<file path="src/rtl/fir_ctrl_pkg.sv">
// Shared definitions for the FIR tap scheduler:
// state encoding, pipeline latency and fill-length helper.
package fir_ctrl_pkg;

  typedef enum logic [1:0] {
    ST_DISABLED = 2'd0,
    ST_FILL     = 2'd1,
    ST_RUN      = 2'd2,
    ST_SWITCH   = 2'd3
  } state_e;

  localparam int PIPE_LAT_DEF = 5;

  // Edges from FIR enable until a full window reaches the output.
  function automatic int settle_len(
    input int num_coeff,
    input int pipe_lat
  );
    return num_coeff + pipe_lat - 1;
  endfunction

endpackage

</file>
<file path="src/rtl/fir_settle_timer.sv">
// Loadable down-counter timing FIR fill and coefficient settling.
// o_done flags the last counted edge (count == 1).
module fir_settle_timer #(
  parameter int NB_CNT = 5
) (
  input  logic              clk,
  input  logic              i_reset_n,
  input  logic              i_load,
  input  logic [NB_CNT-1:0] i_load_val,
  input  logic              i_clear,
  output logic              o_done,
  output logic [NB_CNT-1:0] o_cnt
);

  localparam logic [NB_CNT-1:0] ONE = NB_CNT'(1);

  logic [NB_CNT-1:0] cnt_q, cnt_d;

  always_comb begin
    cnt_d = cnt_q;
    if (i_clear) begin
      cnt_d = '0;
    end else if (i_load) begin
      cnt_d = i_load_val;
    end else if (cnt_q != '0) begin
      cnt_d = cnt_q - ONE;
    end
  end

  always_ff @(posedge clk or negedge i_reset_n) begin
    if (!i_reset_n) begin
      cnt_q <= '0;
    end else begin
      cnt_q <= cnt_d;
    end
  end

  assign o_done = (cnt_q == ONE);
  assign o_cnt  = cnt_q;

endmodule

</file>
<file path="src/rtl/fir_tap_scheduler.sv">
// Sequences fir_filter_multi: enable, bank select, bank-switch
// handshake and an output qualifier covering fill and settling.
module fir_tap_scheduler
  import fir_ctrl_pkg::*;
#(
  parameter int NUM_COEFF = 17,
  parameter int PIPE_LAT  = PIPE_LAT_DEF,
  parameter int NB_SEL    = 2,
  parameter int NB_SWCNT  = 8
) (
  input  logic                clk,
  input  logic                i_reset_n,
  input  logic                i_enable,
  input  logic                i_sw_req,
  input  logic [NB_SEL-1:0]   i_sw_bank,
  output logic                o_sw_ack,
  output logic [NB_SEL-1:0]   o_sel_taps,
  output logic                o_fir_en,
  output logic                o_valid,
  output logic                o_busy,
  output logic [NB_SWCNT-1:0] o_sw_count
);

  localparam int NB_CNT = $clog2(NUM_COEFF + PIPE_LAT);
  localparam logic [NB_CNT-1:0] FILL_LEN =
    NB_CNT'(settle_len(NUM_COEFF, PIPE_LAT));
  localparam logic [NB_CNT-1:0] SW_LEN = NB_CNT'(PIPE_LAT);
  localparam logic [NB_CNT-1:0] ONE    = NB_CNT'(1);

  state_e              state_q, state_d;
  logic [NB_SEL-1:0]   sel_q, sel_d;
  logic [NB_SWCNT-1:0] swcnt_q, swcnt_d;
  logic                en_q, en_d;
  logic                valid_q, valid_d;
  logic                ack_q, ack_d;
  logic                busy_q, busy_d;

  logic                accept, change;
  logic                ld, clr, done;
  logic [NB_CNT-1:0]   ld_val, cnt;

  fir_settle_timer #(
    .NB_CNT (NB_CNT)
  ) u_timer (
    .clk        (clk),
    .i_reset_n  (i_reset_n),
    .i_load     (ld),
    .i_load_val (ld_val),
    .i_clear    (clr),
    .o_done     (done),
    .o_cnt      (cnt)
  );

  always_comb begin
    accept  = i_sw_req && (state_q != ST_SWITCH);
    change  = accept && (i_sw_bank != sel_q);
    sel_d   = accept ? i_sw_bank : sel_q;
    swcnt_d = swcnt_q + NB_SWCNT'(change);
    ack_d   = accept;
    en_d    = i_enable;
    state_d = state_q;
    ld      = 1'b0;
    ld_val  = cnt;
    clr     = 1'b0;
    if (!i_enable) begin
      state_d = ST_DISABLED;
      clr     = 1'b1;
    end else begin
      unique case (state_q)
        ST_DISABLED: begin
          state_d = ST_FILL;
          ld      = 1'b1;
          ld_val  = FILL_LEN;
        end
        ST_FILL: begin
          // New taps need PIPE_LAT edges; keep the longer wait.
          if (change) begin
            ld     = 1'b1;
            ld_val = (cnt > SW_LEN) ? cnt - ONE : SW_LEN;
          end else if (done) begin
            state_d = ST_RUN;
          end
        end
        ST_RUN: begin
          if (change) begin
            state_d = ST_SWITCH;
            ld      = 1'b1;
            ld_val  = SW_LEN;
          end
        end
        ST_SWITCH: begin
          if (done) state_d = ST_RUN;
        end
        default: state_d = ST_DISABLED;
      endcase
    end
    valid_d = (state_d == ST_RUN);
    busy_d  = (state_d == ST_FILL) ||
              (state_d == ST_SWITCH);
  end

  always_ff @(posedge clk or negedge i_reset_n) begin
    if (!i_reset_n) begin
      state_q <= ST_DISABLED;
      sel_q   <= '0;
      swcnt_q <= '0;
      en_q    <= 1'b0;
      valid_q <= 1'b0;
      ack_q   <= 1'b0;
      busy_q  <= 1'b0;
    end else begin
      state_q <= state_d;
      sel_q   <= sel_d;
      swcnt_q <= swcnt_d;
      en_q    <= en_d;
      valid_q <= valid_d;
      ack_q   <= ack_d;
      busy_q  <= busy_d;
    end
  end

  assign o_sw_ack   = ack_q;
  assign o_sel_taps = sel_q;
  assign o_fir_en   = en_q;
  assign o_valid    = valid_q;
  assign o_busy     = busy_q;
  assign o_sw_count = swcnt_q;

endmodule

</file>
<file path="config.mk">
export PLATFORM = sky130hd
export DESIGN_NAME = fir_tap_scheduler
export DESIGN_NICKNAME = d
export VERILOG_FILES = /design/src/rtl/fir_ctrl_pkg.sv /design/src/rtl/fir_settle_timer.sv /design/src/rtl/fir_tap_scheduler.sv
export SDC_FILE = /design/constraint.sdc
export NUM_CORES = 1
export LEC_CHECK = 0
export CORE_MARGIN = 2
export CORE_UTILIZATION = 30
export CTS_CLUSTER_DIAMETER = 50
export DETAILED_ROUTE_END_ITERATION = 10
export PLACE_DENSITY = 0.57
export SYNTH_ARGS = -nofsm -noshare
export SYNTH_HDL_FRONTEND = slang
export SYNTH_SLANG_ARGS = --single-unit
</file>
<file path="constraint.sdc">
create_clock -name clk -period 6.04 [get_ports clk]
set_input_delay 0.906 -clock clk [delete_from_list [all_inputs] [get_ports clk]]
set_output_delay 0.906 -clock clk [all_outputs]
set_load 0.01 [all_outputs]
</file>
Word-level counts from Yosys, hierarchy flattened
Cells that the tools add are included.
{"block": "totals", "elab_cells": 46, "out_inout_bits": 14, "register_bits": 21, "inputBits": 6}
{"block": "op_classes", "n_reduce_logical": 7, "n_lt_le_gt_ge": 1, "n_addsub": 2, "eq_ne": 13, "muxes": 15}
{"operator": "5-bit two-way mux", "n": 6}
{"operator": "5-bit case mux with 3 select lines", "n": 1}
{"operator": "8-bit by 1-bit adder with 8-bit output", "n": 1}
{"operator": "2-bit == test, second input constant", "n": 4}
{"operator": "2-bit two-way mux", "n": 4}
{"operator": "4-bit inequality test, second input constant", "n": 2}
{"operator": "2-bit case mux with 4 select lines", "n": 1}
{"operator": "5-bit by 1-bit == test with 1-bit output, second input constant", "n": 1}
{"operator": "5-bit by 3-bit > comparator with 1-bit output, second input constant", "n": 1}
{"operator": "5-bit by 2-bit inequality test with 1-bit output, second input constant", "n": 1}
{"operator": "5-bit nonzero test", "n": 1}
{"operator": "5-bit by 1-bit subtractor with 5-bit output, second input constant", "n": 1}
{"operator": "2-bit by 1-bit == test with 1-bit output, second input constant", "n": 2}
{"operator": "4-bit AND reduction", "n": 1}
{"operator": "3-bit by 1-bit inequality test with 1-bit output, second input constant", "n": 1}
{"operator": "1-bit logical AND", "n": 2}
{"operator": "2-bit zero test", "n": 1}
{"operator": "1-bit two-way mux", "n": 2}
{"operator": "2-bit inequality test", "n": 1}
{"operator": "2-bit inequality test, second input constant", "n": 1}
{"operator": "1-bit case mux with 2 select lines", "n": 1}
{"operator": "2-bit OR reduction", "n": 1}
{"operator": "1-bit logical OR", "n": 1}

Depth between registers and ports, before layout
{"block": "logic_depth", "ltp_word": 8, "depth_mapped": 8}

Hierarchy
From an unflattened synthesis, not the netlist that was laid out.
{"block": "hier_totals", "cells_unflattened": 127, "area_unflattened_um2": 1257.5}
{"mod": "fir_tap_scheduler", "instances": 1, "cells_each": 91, "seq_area_each_um2": 375.4, "area_per_inst_um2": 928.4}
{"mod": "fir_settle_timer", "instances": 1, "cells_each": 36, "seq_area_each_um2": 125.1, "area_per_inst_um2": 329.1}

Worst setup path after synthesis
OpenSTA, ideal clock, no wires.
{"block": "synth_timing", "path_type": "in2reg", "start": "input port i_sw_bank[0]", "end": "register swcnt_q[6], in the netlist o_sw_count[6]", "setup_slack_ps": 3855, "setup_ps": 125, "path_buffers": 0, "cell_stages": 7, "t_arrival_ps": 2059, "t_required_ps": 5915, "path_cell_list": "xnor2_1 > a21boi_4 > ha_1 > ha_1 > and3_1 > nand3_1 > xnor2_1"}
{"block": "synth_between", "elab_chain_len": 3}
{"item": "start: declaration", "line": "fir_tap_scheduler.sv:15", "text": "input logic [NB_SEL-1:0] i_sw_bank,"}
{"item": "2-bit inequality test", "line": "fir_tap_scheduler.sv:56", "text": "change = accept && (i_sw_bank != sel_q);"}
{"item": "1-bit logical AND", "line": "fir_tap_scheduler.sv:56"}
{"item": "8-bit by 1-bit adder with 8-bit output", "line": "fir_tap_scheduler.sv:58", "text": "swcnt_d = swcnt_q + NB_SWCNT'(change);"}
{"item": "via swcnt_d[6]", "line": "fir_tap_scheduler.sv:32", "text": "logic [NB_SWCNT-1:0] swcnt_q, swcnt_d;"}
{"item": "end signal: assignment", "line": "fir_tap_scheduler.sv:114", "text": "swcnt_q <= swcnt_d;"}
{"item": "end: declaration", "line": "fir_tap_scheduler.sv:32"}
The timed path passes the listed nets, and every way through them passes these cells.
A chain may end at the register's enable or synchronous reset.

Worst setup path after layout
{"block": "layout_timing", "start": "input port i_sw_req", "end": "register swcnt_q[6], in the netlist o_sw_count[6]"}
{"block": "layout_between", "elab_chain_len": 3}
{"item": "start: declaration", "line": "fir_tap_scheduler.sv:14", "text": "input logic i_sw_req,"}
{"item": "1-bit logical AND", "line": "fir_tap_scheduler.sv:55", "text": "accept = i_sw_req && (state_q != ST_SWITCH);"}
{"item": "via accept", "line": "fir_tap_scheduler.sv:38", "text": "logic accept, change;"}
{"item": "1-bit logical AND", "line": "fir_tap_scheduler.sv:56"}
{"item": "8-bit by 1-bit adder with 8-bit output", "line": "fir_tap_scheduler.sv:58"}
{"item": "via swcnt_d[6]", "line": "fir_tap_scheduler.sv:32"}
The timed path passes the listed nets, and every way through them passes these cells.

==> metrics.md <==
| Metric | Value |
|---|---|
| Number of enable-type register cells in the synthesized netlist | 0 |
| Total power per unit cell area | 358.7 nW/um^2 |
| H-tree depth | 1 |
| Number of failing hold endpoints at the final stage | 0 |
| Global-route usage over all layers | 12.93% |
| Count of warnings emitted by yosys | 0 |
| Clock buffer count from CTS | 3 |
| Instance count along the most critical hold path | 1 |
| # Max-Cap Violations | 0 |
| Endpoints failing setup | 0 |
| CP Launch Type | input pin |
| Capture endpoint of the worst hold path | o_sw_count[7] |
| Total negative slack for setup checks | 0 ns |
| Highest-delay cell along the critical path | sky130_fd_sc_hd__clkdlybuf4s50_1 |
| Final net count | 163 |
| Post CTS Setup Buffer Count | 0 |
| TritonCTS clock tree | built |
| Worst r2r src | state_q[0] |
| Worst r2r path cells | 8 |
| Final wirelength | 2.610 mm |
| Worst path required time | 6.20 ns |
| Number of instances in the synthesized netlist | around 120 |
| First-pass GRT wire length | 4.478 mm |
| Starting density of the core | 30.97% |
| Register bit total from synthesis | 20 |
| Async S/R FF share, synth | 100.0% |
| Via count of the first global-routing pass | 992 |
| Synth Cell Area | 1230 sq um |
| DRC errors left | 0 |
| Share of layout cells above drive strength 1 | 9.589% |
| Antenna Nets Post-Route | 0 |
| Largest stage delay, worst path | about 0.52 ns |
| Reg2reg end | o_sw_count[6] |
| Setup slack on the worst flop-to-flop path | 3.78 ns |
| Cell-by-cell listing of the critical path | clkdlybuf4s50_1 -> nor2b_4 -> a21boi_4 -> ha_1 -> ha_1 -> and3_1 -> nand3_1 -> xnor2_1 |
| Net count of the mapped netlist | 140 |
| Top cell types by occurrence after synthesis | 20 x sky130_fd_sc_hd__dfrtp_1, 11 x sky130_fd_sc_hd__nand2_1, 10 x sky130_fd_sc_hd__ha_1 |
| Critical path capture point type | flop |
| Core Rows | 23 |
| Number of antenna violations at the first check in global routing | 0 |
| Max-slew violations | 0 |
| Per-cell via count in the routed design | 4.939 |
| Floorplan die width | around 68 um |
| Chip Height | around 68 um |
| Post-route design area | ~1500 sq um |
| Portion of the post-synthesis area used by sequential elements | 40.69% |
| Layout area overhead | 25.94% |
| Pin count of the biggest net entering global routing | 21 |
| Minimum clock period | 2.622 ns |
| Overflow after GRT | 0 |
| Number of distinct standard cells referenced by the synthesized netlist | 39 |
| CTS hold repair buffers | 0 |
| Min Hold Slack | 0.4774 ns |
| Number of search-and-repair iterations in the first detailed-routing pass | 4 |
| CTS clock-pin slew for the worst setup and hold paths | 0.08 ns |
| Slew at the pin closest to its max-slew limit | 0.9217 ns |
| Cell repeated most along the worst path | sky130_fd_sc_hd__ha_1 |
| Placeable core region | 3971 sq um |
| Cell with the most instances after synthesis | sky130_fd_sc_hd__dfrtp_1 |
| Worst Path Class, Setup | in -> reg |
| Max Fclk | roughly 380 MHz |
| Post-layout worst setup margin | 3.418 ns |
| Port Buf Inserts | 19 |
| Clk sinks | 20 |
| Worst Path Max Fanout | 5 |
| Layout Utilization | 39.00% |
| RSZ-0062 raised after global routing | false |
| Static Leakage | 0.6526 nW |
| Area of the die | around 4600 sq um |
| Top_reg_cell synth | sky130_fd_sc_hd__dfrtp_1 |
| Vias | 968 |
| Number of DRC violations after detailed-routing iteration 0 | 28 |
| Clk buf depth | 2 |
| DR WL/cell | 13.32 um |
| Post-Synthesis Mean Instance Area | 9.919 sq um |
| CP Data Arrival Time | 2.78 ns |
| Leading post-synthesis cells by cell area | sky130_fd_sc_hd__dfrtp_1 41%, sky130_fd_sc_hd__ha_1 10%, sky130_fd_sc_hd__xnor2_1 4.3% |
| Share of the clock period used by the worst path after layout | 43.41% |
| Filler Cell Count | between 400 and 500 |
| Worst clock skew | 0.008855 ns |
| Worst min path class | reg -> reg |
| RePlAce Congestion | between 0.8 and 0.9 |
| Worst slack at placement | roughly 3.1 ns |
| Root cell of the clock tree | sky130_fd_sc_hd__clkbuf_8 |
| Number of cells upsized or downsized after cts | 0 |
| Outcome | completed |
| Proportion of netlist area held by the largest area contributor | 40.69% |
| Post-synth top area cell | sky130_fd_sc_hd__dfrtp_1 |
| Ports | 20 |
| Min-Delay Startpoint | o_sw_count[7] |
| Cell area after placement | 1478 sq um |
| Relative slew slack | 38.36% |
| Antenna diode count | 0 |
| Source-to-sink clock delay at the later pin of the worst-skew pair | 0.28 ns |
| Worst setup path startpoint | i_sw_req |
| Maximum vdd drop | 0.1465 mV |
| Placed wire-length estimate after detailed placement | around 1.9 mm |
cell usage in the layout (no fill, tap or decap), drive strengths merged, types with 3 or more instances in the layout:
cell type	n
o211ai	3
mux2	3
nand2	11
nor2	8
o21ai	5
or2	3
clkdlybuf4s50	19
dfrtp	20
a21oi	5
nand4	3
o21a	3
nand3	3
and2	3
clkbuf	3
inv	7
xnor2	6
ha	10
nor3	4
xor2	3
layout make-up:
type                            count  area, sq um  share of cell area, %
Multi-Input combinational cell     96        698.2                  45.07
Sequential cell                    20        500.5                  32.31
Timing Repair Buffer               19        190.2                  12.28
Tap cell                           50        62.56                  4.039
Clock buffer                        3        41.29                  2.666
Clock inverter                      1        30.03                  1.939
Inverter                            7        26.28                  1.696
cells by family (layout without fill, tap and decap cells):
family                   count (synthesis)  after routing  synth area share, %
multiplexers                             4              4                3.865
AO/OA/AOI/OAI                           28             28                16.68
buffers and inverters                    8             30                2.543
XOR/XNOR                                 9              9                6.409
adder cells (fa/ha/maj)                 10             10                10.17
AND/OR/NAND/NOR                         45             45                19.64
flip-flops                              20             20                40.69
critical path: cells and delay by family:
kind | cells | cell delay [ns]
AND/OR/NAND/NOR | 3 | 0.49
adder cells (fa/ha/maj) | 2 | 0.44
XOR/XNOR | 1 | 0.14
AO/OA/AOI/OAI | 1 | 0.28
buffers and inverters | 1 | 0.52
report_power, final:
group / switching (W) / internal (W)
clock network: 0.0000515 / 0.0000887
registers: 0.0000392 / 0.000168
logic: 0.000103 / 0.000105
total: 0.000194 / 0.000362
worst max-delay path by stage:
stage	endpoint	slack [ns]
final	o_sw_count[6]	3.42
after CTS	o_sw_count[6]	3.42
after global routing	o_sw_count[6]	3.29
after floorplan	o_sw_count[6]	3.86
after detailed placement	o_sw_count[6]	3.11
after global placement	o_sw_count[6]	3.21
sequential cells by signal, indices dropped and copies added, names as in the netlist:
| register | flops |
|---|---|
| u_timer.o_cnt | 5 |
| state_q | 2 |
| o_valid | 1 |
| o_sel_taps | 2 |
| o_sw_ack | 1 |
| o_sw_count | 8 |
| o_fir_en | 1 |
metrics by stage:
| step | std cells | total power [W] |
|---|---|---|
| 2_1_floorplan | 124 | 0.0003328 |
| 3_5_place_dp | 192 | 0.0004172 |
| 5_1_grt | 196 | 0.0005927 |
| 3_3_place_gp | 192 | 0.0004147 |
| 4_1_cts | 196 | 0.0005586 |
| 6_report | 196 | 0.0005556 |
routing by layer:
metal	global-route usage (%)	share of wire, %
met5	0	0
met4	7.500	1.5
met3	1.974	3.7
met2	20.51	48
met1	16.65	47
No activity file was read; power rests on OpenSTA's default activity.
==> RTL edit 1, RTL diff (config.mk and constraints unchanged) <==
`NB_SWCNT`: 8 -> 10.
--- a/src/rtl/fir_tap_scheduler.sv
+++ b/src/rtl/fir_tap_scheduler.sv
@@ -6,7 +6,7 @@
   parameter int NUM_COEFF = 17,
   parameter int PIPE_LAT  = PIPE_LAT_DEF,
   parameter int NB_SEL    = 2,
-  parameter int NB_SWCNT  = 8
+  parameter int NB_SWCNT  = 10
 ) (
   input  logic                clk,
   input  logic                i_reset_n,
Interface: changed (resized o_sw_count); port bits go from 20 to 22. The function was not compared with the original's and may differ.
==> RTL edit 1 against the original RTL <==
Setup slack worse by 0.076 ns. Register-to-register slack got worse by 0.05 ns. Non-clock buffer count up 2. Area after synthesis up 8.4%. Worst hold slack improved by 0.0050 ns. Final area grew 8.2%. Global-route usage shrank 0.79 points. Sequential cell count is 2 higher. Clock power down 4%. Sequential share of layout area rose by 0.55 points. Wire length grew 4.8%. Total power rose by 8.0%. Die area is 7.9% higher. Largest power group unchanged. Highest routed layer unchanged.
==> RTL edit 1: results (changes against the original RTL) <==
| Metric | Value |
|---|---|
| Worst path max stage delay | 0.68 ns (was 0.52 ns) |
| P&R area growth vs syn | 25.61% (was 25.94%) |
| Synth cell types | 49 (was 39) |
| Drt initial violations | 42 (was 28) |
| Final net count | 162 (was 163) |
| Crit-path leading delay family | simple AND/OR/NAND/NOR gates (was buffers and inverters) |
| #MultiIn Comb | 91 (was 96) |
| Compound-gate portion of the synthesized area | 21.11% (was 16.68%) |
| WHS | 0.4823 ns (was 0.4774 ns) |
| Area of the multi-input gates | 752.0 um2 (was 698.2 um2) |
| Post-DP HPWL | 2103 um (was 1917 um) |
| Register area share after synthesis | 41.28% (was 40.69%) |
| Number of signal-net buffers in the layout | 21 (was 19) |
| Fin Clk Skew | 0.003005 ns (was 0.008855 ns) |
| Routed WL | 2735 um (was 2610 um) |
| Tmin final | 2.698 ns (was 2.622 ns) |
| Largest net degree at the start of global routing | 23 (was 21) |
| DR vias | 1002 (was 968) |
| # placed instances | 193 (was 192) |
| FF-to-FF setup slack | 3.73 ns (was 3.78 ns) |
| Share of layout cells above drive strength 1 | 11.03% (was 9.589%) |
| IO Port Bufs | 21 (was 19) |
| Switching share of total power | 34.62% (was 34.90%) |
| Multiplexer share of the synthesized area | 3.565% (was 3.866%) |
| LEAKAGE | 0.7222 nW (was 0.6526 nW) |
| Drt first pass iters | 5 (was 4) |
| First-pass GRT wire length | 4719 um (was 4478 um) |
| FFs & Latches | 22 (was 20) |
| Top cells by area, synth | dfrtp_1 (41%), ha_1 (9.4%), xnor2_1 (3.9%) (was dfrtp_1 (41%), ha_1 (10%), xnor2_1 (4.3%)) |
| Status | finished, final reports clean (unchanged) |
| Comb pwr | 0.239 mW (was 0.208 mW) |
| Xor/xnor share of the synthesized area | 8.349% (was 6.409%) |
| Worst slew pin tran | 0.9987 ns (was 0.9217 ns) |
| NetSw | 0.2078 mW (was 0.1939 mW) |
==> RTL edit 1: final timing paths <==
| kind | start | to | depth (start not counted) |
|---|---|---|---|
| setup / recovery | i_enable | u_timer.o_cnt[4]$_DFFE_PN0P_ | 6 |
| hold reg to reg | o_sw_count[9]$_DFF_PN0_ | o_sw_count[9]$_DFF_PN0_ | 1 |
| min in group asynchronous | i_reset_n | state_q[0]$_DFF_PN0_ | 1 |
| hold / removal | o_sw_count[9]$_DFF_PN0_ | o_sw_count[9]$_DFF_PN0_ | 1 |
| max in group asynchronous | i_reset_n | o_sw_ack$_DFF_PN0_ | 1 |
| setup reg to reg | state_q[0]$_DFF_PN0_ | o_sw_count[8]$_DFF_PN0_ | 7 |
==> RTL edit 1: routing by layer <==
layer | global-route usage [%] | wire [um] | vias up
met5 | 0 | 0 | -
met4 | 6.918 | 71 | 0
met3 | 2.707 | 94 | 6
met2 | 18.97 | 1309 | 18
met1 | 15.54 | 1259 | 488
li1 | - | - | 490
==> RTL edit 2, RTL diff (same settings) <==
Made on the original files. Put one more register stage on the output `o_sw_count`, cleared by the reset. The value now appears one clock later. The other outputs are not delayed to match.
--- a/src/rtl/fir_tap_scheduler.sv
+++ b/src/rtl/fir_tap_scheduler.sv
@@ -124,7 +124,13 @@
   assign o_fir_en   = en_q;
   assign o_valid    = valid_q;
   assign o_busy     = busy_q;
-  assign o_sw_count = swcnt_q;
+  always_ff @(posedge clk or negedge i_reset_n) begin
+    if (!i_reset_n) begin
+      o_sw_count <= '0;
+    end else begin
+      o_sw_count <= swcnt_q;
+    end
+  end
 
 endmodule
 
Check against the original RTL: not equivalent (Yosys sat finds a counterexample within 4 cycles, from zero or initial values and one cycle with i_reset_n low).
==> RTL edit 2 against the original RTL <==
Final area is 11% higher. Combinational power is 4% higher. Area after synthesis is 14% higher. Worst hold slack worse by 0.070 ns. Maximum frequency is 4.6% higher. Largest cell class is now registers. Wire length is 1.3% lower. Total power is 17% higher. Sequential cell count is 8 higher. Setup slack better by 0.12 ns.
==> RTL edit 2: results (changes against the original RTL) <==
| Metric | Value |
|---|---|
| Clock-net power | 0.149 mW (was 0.140 mW) |
| Rel. slew slack | 66.81% (was 38.36%) |
| Critical Path AT | 2.67 ns (was 2.78 ns) |
| Final Cell Area | 0.001718 mm2 (was 0.001549 mm2) |
| GP Congestion | 0.8151 (was 0.8808) |
| Area of the multi-input gates | 645.6 um2 (was 698.2 um2) |
| List of most frequent post-synthesis cells | dfrtp_1 (28), ha_1 (10), inv_1 (10) (was dfrtp_1 (20), nand2_1 (11), ha_1 (10)) |
| Synth cell types | 40 (was 39) |
| Routed WL | 2577 um (was 2610 um) |
| VDD IR max | 0.1219 mV (was 0.1465 mV) |
| Drt initial violations | 44 (was 28) |
| Largest family of logic cells by synthesized area | compound AO/OA/AOI/OAI gates (was simple AND/OR/NAND/NOR gates) |
| Top cells by area, synth | dfrtp_1 (50%), ha_1 (8.9%), xnor2_1 (5.0%) (was dfrtp_1 (41%), ha_1 (10%), xnor2_1 (4.3%)) |
| Hold wc startpoint | swcnt_q[0]$_DFF_PN0_ (was o_sw_count[7]$_DFF_PN0_) |
| Flop pwr share | 43.9% (was 37.3%) |
| Post-Synth Adder-Cell Area | 8.937% (was 10.17%) |
| Fin Clk Skew | 0.005046 ns (was 0.008855 ns) |
| Reg2Reg Launch Point | o_busy$_DFF_PN0_ (was state_q[0]$_DFF_PN0_) |
| Clk tree area frac | 4.151% (was 4.604%) |
| Average instance area after synthesis | 11.38 um2 (was 9.919 um2) |
| Status | finished, final reports clean (unchanged) |
| First-pass GRT wire length | 4588 um (was 4478 um) |
| Worst path max stage delay | 0.49 ns (was 0.52 ns) |
| Multiplexer share of the synthesized area | 2.324% (was 3.866%) |
| FFs & Latches | 28 (was 20) |
| Place WS | 3.229 ns (was 3.110 ns) |
| Inverters | 10 (was 7) |
| NetSw | 0.2098 mW (was 0.1939 mW) |
| Overall Global Routing Usage | 11.30% (was 12.93%) |
| Largest net degree at the start of global routing | 29 (was 21) |
| Compound-gate portion of the synthesized area | 16.09% (was 16.68%) |
| Share of layout cells above drive strength 1 | 10.42% (was 9.589%) |
RTL edit 2: cell families (layout without fill, tap and decap cells):
kind of cell | Yosys count | count (layout)
AO/OA/AOI/OAI | 27 | 27
XOR/XNOR | 10 | 10
adder cells (fa/ha/maj) | 10 | 10
buffers and inverters | 13 | 34
flip-flops | 28 | 28
multiplexers | 3 | 3
AND/OR/NAND/NOR | 32 | 32
RTL edit 2: final timing paths:
check	endpoint	slack, ns	cells past startpoint
max in group asynchronous	u_timer.o_cnt[1]$_DFFE_PN0P_	4.78	2
worst max register to register	swcnt_q[6]$_DFF_PN0_	3.94	8
worst max-delay path	swcnt_q[6]$_DFF_PN0_	3.53	8
worst min register to register	o_sw_count[0]$_DFF_PN0_	0.41	0
worst min-delay path	o_sw_count[0]$_DFF_PN0_	0.41	0
min in group asynchronous	swcnt_q[3]$_DFF_PN0_	1.00	2
